$ cat src/rtl/operand_skew_buffer.sv
// operand_skew_buffer
//
// Captures one N x N operand block row by row, then replays it to the PE
// array as a diagonally skewed stream. Lane i carries buffer row i and is
// delayed by i beats, so lane i at beat t shows element [i][t-i]. Lanes
// outside their window show zero. The input-mux controller can force
// individual lanes of a beat to zero through mux_reset.
//
// Ports:
//   clock       rising-edge clock
//   reset       asynchronous, active-low reset (0 = reset)
//   in_valid    in_row holds a valid operand row
//   in_ready    a row can be accepted this cycle (IDLE or LOAD)
//   in_row      one block row, element j at [j*DATA_W +: DATA_W]
//   mux_reset   per-lane zero-force, honoured only while streaming
//   out_data    skewed lane outputs, lane i at [i*DATA_W +: DATA_W]
//   out_valid   out_data is a valid stream beat
//   busy        state is not IDLE
//   block_done  one-cycle pulse after the last stream beat

module operand_skew_buffer #(
    parameter int DATA_W = 8,
    parameter int N      = 4
) (
    input  logic                clock,
    input  logic                reset,
    input  logic                in_valid,
    output logic                in_ready,
    input  logic [N*DATA_W-1:0] in_row,
    input  logic [N-1:0]        mux_reset,
    output logic [N*DATA_W-1:0] out_data,
    output logic                out_valid,
    output logic                busy,
    output logic                block_done
);

    localparam int ROW_W = (N > 1) ? $clog2(N) : 1;
    localparam int T_W   = $clog2(2 * N);

    localparam logic [ROW_W-1:0] LAST_ROW  = ROW_W'(N - 1);
    localparam logic [T_W-1:0]   LAST_BEAT = T_W'(2 * N - 2);

    typedef enum logic [1:0] {
        IDLE,
        LOAD,
        STREAM,
        DONE
    } state_t;

    state_t state;
    state_t next_state;

    logic [ROW_W-1:0]  row_cnt;
    logic [T_W-1:0]    beat_cnt;
    logic [DATA_W-1:0] row_buf [N][N];

    logic              accept;
    logic              last_row;
    logic              last_beat;
    logic [N*DATA_W-1:0] beat_data;

    // State register.
    always_ff @(posedge clock or negedge reset) begin
        if (!reset) begin
            state <= IDLE;
        end else begin
            state <= next_state;
        end
    end

    // Next-state decode plus the two combinational outputs. A row is
    // accepted whenever the block is loading and the producer offers one;
    // the row that fills the last buffer slot starts the stream.
    always_comb begin
        next_state = state;
        in_ready   = 1'b0;
        busy       = 1'b1;
        accept     = 1'b0;
        last_row   = (row_cnt == LAST_ROW);
        last_beat  = (beat_cnt == LAST_BEAT);
        case (state)
            IDLE: begin
                in_ready = 1'b1;
                busy     = 1'b0;
                if (in_valid) begin
                    accept     = 1'b1;
                    next_state = last_row ? STREAM : LOAD;
                end
            end
            LOAD: begin
                in_ready = 1'b1;
                if (in_valid) begin
                    accept = 1'b1;
                    if (last_row) begin
                        next_state = STREAM;
                    end
                end
            end
            STREAM: begin
                if (last_beat) begin
                    next_state = DONE;
                end
            end
            DONE: begin
                next_state = IDLE;
            end
            default: begin
                next_state = IDLE;
            end
        endcase
    end

    // Row and beat counters. The row counter returns to zero when the block
    // is full so the next block starts at row 0; the beat counter is armed
    // by that same final row.
    always_ff @(posedge clock or negedge reset) begin
        if (!reset) begin
            row_cnt  <= '0;
            beat_cnt <= '0;
        end else begin
            if (accept) begin
                row_cnt <= last_row ? '0 : row_cnt + 1'b1;
            end
            if (accept && last_row) begin
                beat_cnt <= '0;
            end else if (state == STREAM) begin
                beat_cnt <= beat_cnt + 1'b1;
            end
        end
    end

    // Operand bank, written one full row per accepted transfer.
    always_ff @(posedge clock or negedge reset) begin
        if (!reset) begin
            for (int r = 0; r < N; r++) begin
                for (int c = 0; c < N; c++) begin
                    row_buf[r][c] <= '0;
                end
            end
        end else if (accept) begin
            for (int c = 0; c < N; c++) begin
                row_buf[row_cnt][c] <= in_row[c*DATA_W +: DATA_W];
            end
        end
    end

    // Skew selection: lane i shows column c of its row when t == i + c.
    // Lanes outside their window, or forced by mux_reset, stay zero.
    always_comb begin
        beat_data = '0;
        for (int i = 0; i < N; i++) begin
            for (int c = 0; c < N; c++) begin
                if ((int'(beat_cnt) == i + c) && !mux_reset[i]) begin
                    beat_data[i*DATA_W +: DATA_W] = row_buf[i][c];
                end
            end
        end
    end

    // Registered stream outputs. DONE emits the completion pulse and blanks
    // the data; every other non-stream state holds the outputs quiet.
    always_ff @(posedge clock or negedge reset) begin
        if (!reset) begin
            out_data   <= '0;
            out_valid  <= 1'b0;
            block_done <= 1'b0;
        end else begin
            case (state)
                STREAM: begin
                    out_data   <= beat_data;
                    out_valid  <= 1'b1;
                    block_done <= 1'b0;
                end
                DONE: begin
                    out_data   <= '0;
                    out_valid  <= 1'b0;
                    block_done <= 1'b1;
                end
                default: begin
                    out_data   <= '0;
                    out_valid  <= 1'b0;
                    block_done <= 1'b0;
                end
            endcase
        end
    end

endmodule

$ cat config.mk
export PLATFORM = sky130hd
export DESIGN_NAME = operand_skew_buffer
export DESIGN_NICKNAME = d
export VERILOG_FILES = /design/src/rtl/operand_skew_buffer.sv
export SDC_FILE = /design/constraint.sdc
export NUM_CORES = 1
export LEC_CHECK = 0
export ABC_CLOCK_PERIOD_IN_PS = 2100
export CORE_MARGIN = 3
export CORE_UTILIZATION = 51
export CTS_CLUSTER_DIAMETER = 30
export DETAILED_ROUTE_END_ITERATION = 10
export PLACE_DENSITY = 0.72
export SYNTH_ARGS = -nofsm -noshare
export SYNTH_HDL_FRONTEND = slang
export SYNTH_SLANG_ARGS = --single-unit
export TNS_END_PERCENT = 50
$ cat constraint.sdc
create_clock -name clock -period 2.1 [get_ports clock]
set_input_delay 0.315 -clock clock [delete_from_list [all_inputs] [get_ports clock]]
set_output_delay 0.315 -clock clock [all_outputs]
set_load 0.02 [all_outputs]
==> results.cfg <==
[outcome]
status = finished clean

[synth]
yosysUniqueCellTypes = 40
synthFlopType = dfrtp_1
syn-cell-area_mm2 = 0.007402
synth_warnings = 0
synth.net_count = 604
synthCells = 551
yosys.cell_count.top_type = dfrtp_1
synth_edf_count = 0
synthArstFlopShare_pct = 100.0
ys_ff_latch = 169
ys_seq_area_share_pct = 57.13
synth_top_area_share_pct = 57.13
synthTopCellsByCount = 169 x dfrtp_1, 125 x mux2_2, 20 x nand2_1, 17 x a21oi_1
syn_avg_cell_area_um2 = 13.43
netlist_top_cells_area = dfrtp_1 57%, mux2_2 19%, ha_1 2.4%
synth.largest_area_cell = dfrtp_1

[setup_path]
critPathKind = register to register
cp_data_required_time_ns = 2.46
r2r_cells = 5
cp-endpoint = out_data[0]
reg2reg_to = out_data[0]
cp-startpoint = state[0]
timing.rr.start = state[0]
cp-end-kind = register
cp-start-kind = register
worstPathMaxFanout = 6
ff2ff_setup_slack_ns = 0.06
critPathArrivalTime_ns = 2.40

[sta]
worstMarginPinSlew_ns = 0.6490
setup_viol = 0
fin_worst_skew_ns = 0.006278
period_needed_ns = 2.040
relSlewSlack_pct = 56.54
fmax_mhz = 490.2
drv_slew = 0
hold_violations = 0
period_share_pct = 97.15

[place]
dp_cells = 798
port_buffers = 74
dp_hpwl_um = 13150
finalWeightedCongestion = 0.8789

[die]
dieHeight_um = 126.5
start_util_pct = 52.71
die_w_um = 126.5
ioPinCount = 75
dieArea_mm2 = 0.01600
fp.coreArea_mm2 = 0.01404
rows = 43

[clocking]
cts_tree = yes
root_buffer = clkbuf_16
cts_made_buffers = 17
path_clk_slew_ns = 0.06
worstSkewPairLatency_ns = 0.42
h-tree-depth = 4
clk_path_buf_depth = 2
cts.sinks = 169

[job]
drv_cap = 0

[final_layout]
final_cells = 835
fin_nets = 695
drive_above_1_share_pct = 31.76
syn_to_final_growth_pct = 25.83
antenna_cells = 0

[power]
peakVddDrop_v = 0.0007567
leakage_nw = 4.076
p_switching_w = 0.004547
pwr-share-comb_pct = 35.7
seqPwrFrac_pct = 39.2
total_power_w = 0.01408
intPower_w = 0.009535
swShare_pct = 32.29
power-per-cell-area_mw_per_mm2 = 1512
clkPwrFrac_pct = 25.1

[global_routing]
grt_max_degree = 59
grt_usage_pct = 24.77
grt_pass1_vias = 5156
grt_pass1_wl_um = 29990
grt_overflow = 0
antenna_found_initial = 0

[routing]
drtAntennaViolNets = 0
wl_um = 19470
drc = 0
wl_per_cell_um = 23.31
post_drt_via_cell_ratio = 6.047
first_iter_violations = 393
firstDrtPassIters = 5
vias = 5049

[worst_hold_path]
hp-class = input pin to asynchronous set/reset pin
==> power by group through the flow <==
stage,clock (W),combinational [W],sequential [W]
global route,0.00371,0.00543,0.00564
global placement,0,0.00459,0.00545
detailed placement,0,0.00477,0.00550
CTS,0.00357,0.00489,0.00547
finish,0.00354,0.00502,0.00552
floorplan,0,0.00324,0.00533
==> cell type report <==
cell class / count / area [um2]
Inverter: 9 / 33.78
Sequential cell: 169 / 4229
Timing Repair Buffer: 108 / 1092
Multi-Input combinational cell: 337 / 3058
Clock inverter: 13 / 222.7
Fill cell: 1022 / 4728
Clock buffer: 19 / 452.9
Tap cell: 180 / 225.2
==> metrics by stage <==
step           hold slack, ns  util [%]  instance area [um2]   TNS, ns  setup WS (ns)
2_1_floorplan         0.01941         -                 7421         0        0.01678
3_3_place_gp           0.3153     60.47                 8491    -1.790        -0.4153
3_5_place_dp           0.3190     60.47                 8491    -2.570        -0.5145
4_1_cts                0.4355     65.88                 9251         0      0.0002414
5_1_grt                0.4421     66.33                 9314  -0.08097       -0.07296
6_report               0.4175     66.33                 9314         0        0.05984
==> how the worst min path moves through the flow <==
stage	start	endpoint	slack (ns)	cells after the start
4_1_cts	reset	block_done	0.44	2
6_report	reset	block_done	0.42	2
3_5_place_dp	reset	block_done	0.32	1
3_3_place_gp	reset	block_done	0.32	1
2_1_floorplan	reset	beat_cnt[0]	0.02	0
5_1_grt	reset	block_done	0.44	2
==> cell families after synthesis <==
| group | after synthesis | share of synthesized area, % |
|---|---|---|
| flip-flops | 169 | 57.13 |
| multiplexers | 132 | 20.01 |
| AND/OR/NAND/NOR | 102 | 8.469 |
| AO/OA/AOI/OAI | 87 | 8.857 |
| buffers and inverters | 46 | 3.043 |
| adder cells (fa/ha/maj) | 14 | 2.366 |
| XOR/XNOR | 1 | 0.1183 |
==> registers in the layout, indices dropped and copies added, names as in the netlist <==
name        cells
beat_cnt        3
block_done      1
out_data       32
out_valid       1
row_buf       128
row_cnt         2
state           2
==> routing by layer <==
| layer | up-vias | global-route usage (%) | wire (um) |
|---|---|---|---|
| met5 | - | 0 | 0 |
| met4 | 0 | 8.202 | 453 |
| met3 | 33 | 4.421 | 1122 |
| met2 | 186 | 39.63 | 9393 |
| met1 | 2617 | 34.58 | 8497 |
| li1 | 2213 | - | - |
==> worst max-delay path, cell delays in order (launching register included) <==
cell	delay (ns)
dfrtp_1	0.40
inv_1	0.13
ha_1	0.38
or3b_4	0.50
a2111oi_4	0.39
a221o_1	0.16
==> layout by cell type, fill, tap and decap left out, drive strengths merged, types with 9 or more instances in the layout <==
master and count:
nand3b 9, nand2 20, nand2b 10, o21ai 11
mux2 128, clkdlybuf4s50 71, nand3 16, buf 34
a21oi 17, and3b 9, ha 14, dfrtp 169
a221o 16, nor2 14, clkbuf 20, inv 9
==> repair_timing <==
action | in CTS | in global routing
buffers inserted | 2 | 1
gates cloned | 0 | 1
endpoints found under the setup margin | 20 | 31
pin swaps | 1 | 3
hold buffers | 1 | 0
gates resized for setup | 16 | 17
hold endpoints to repair | 54 | 0
Power figures use the tool's default switching activity.
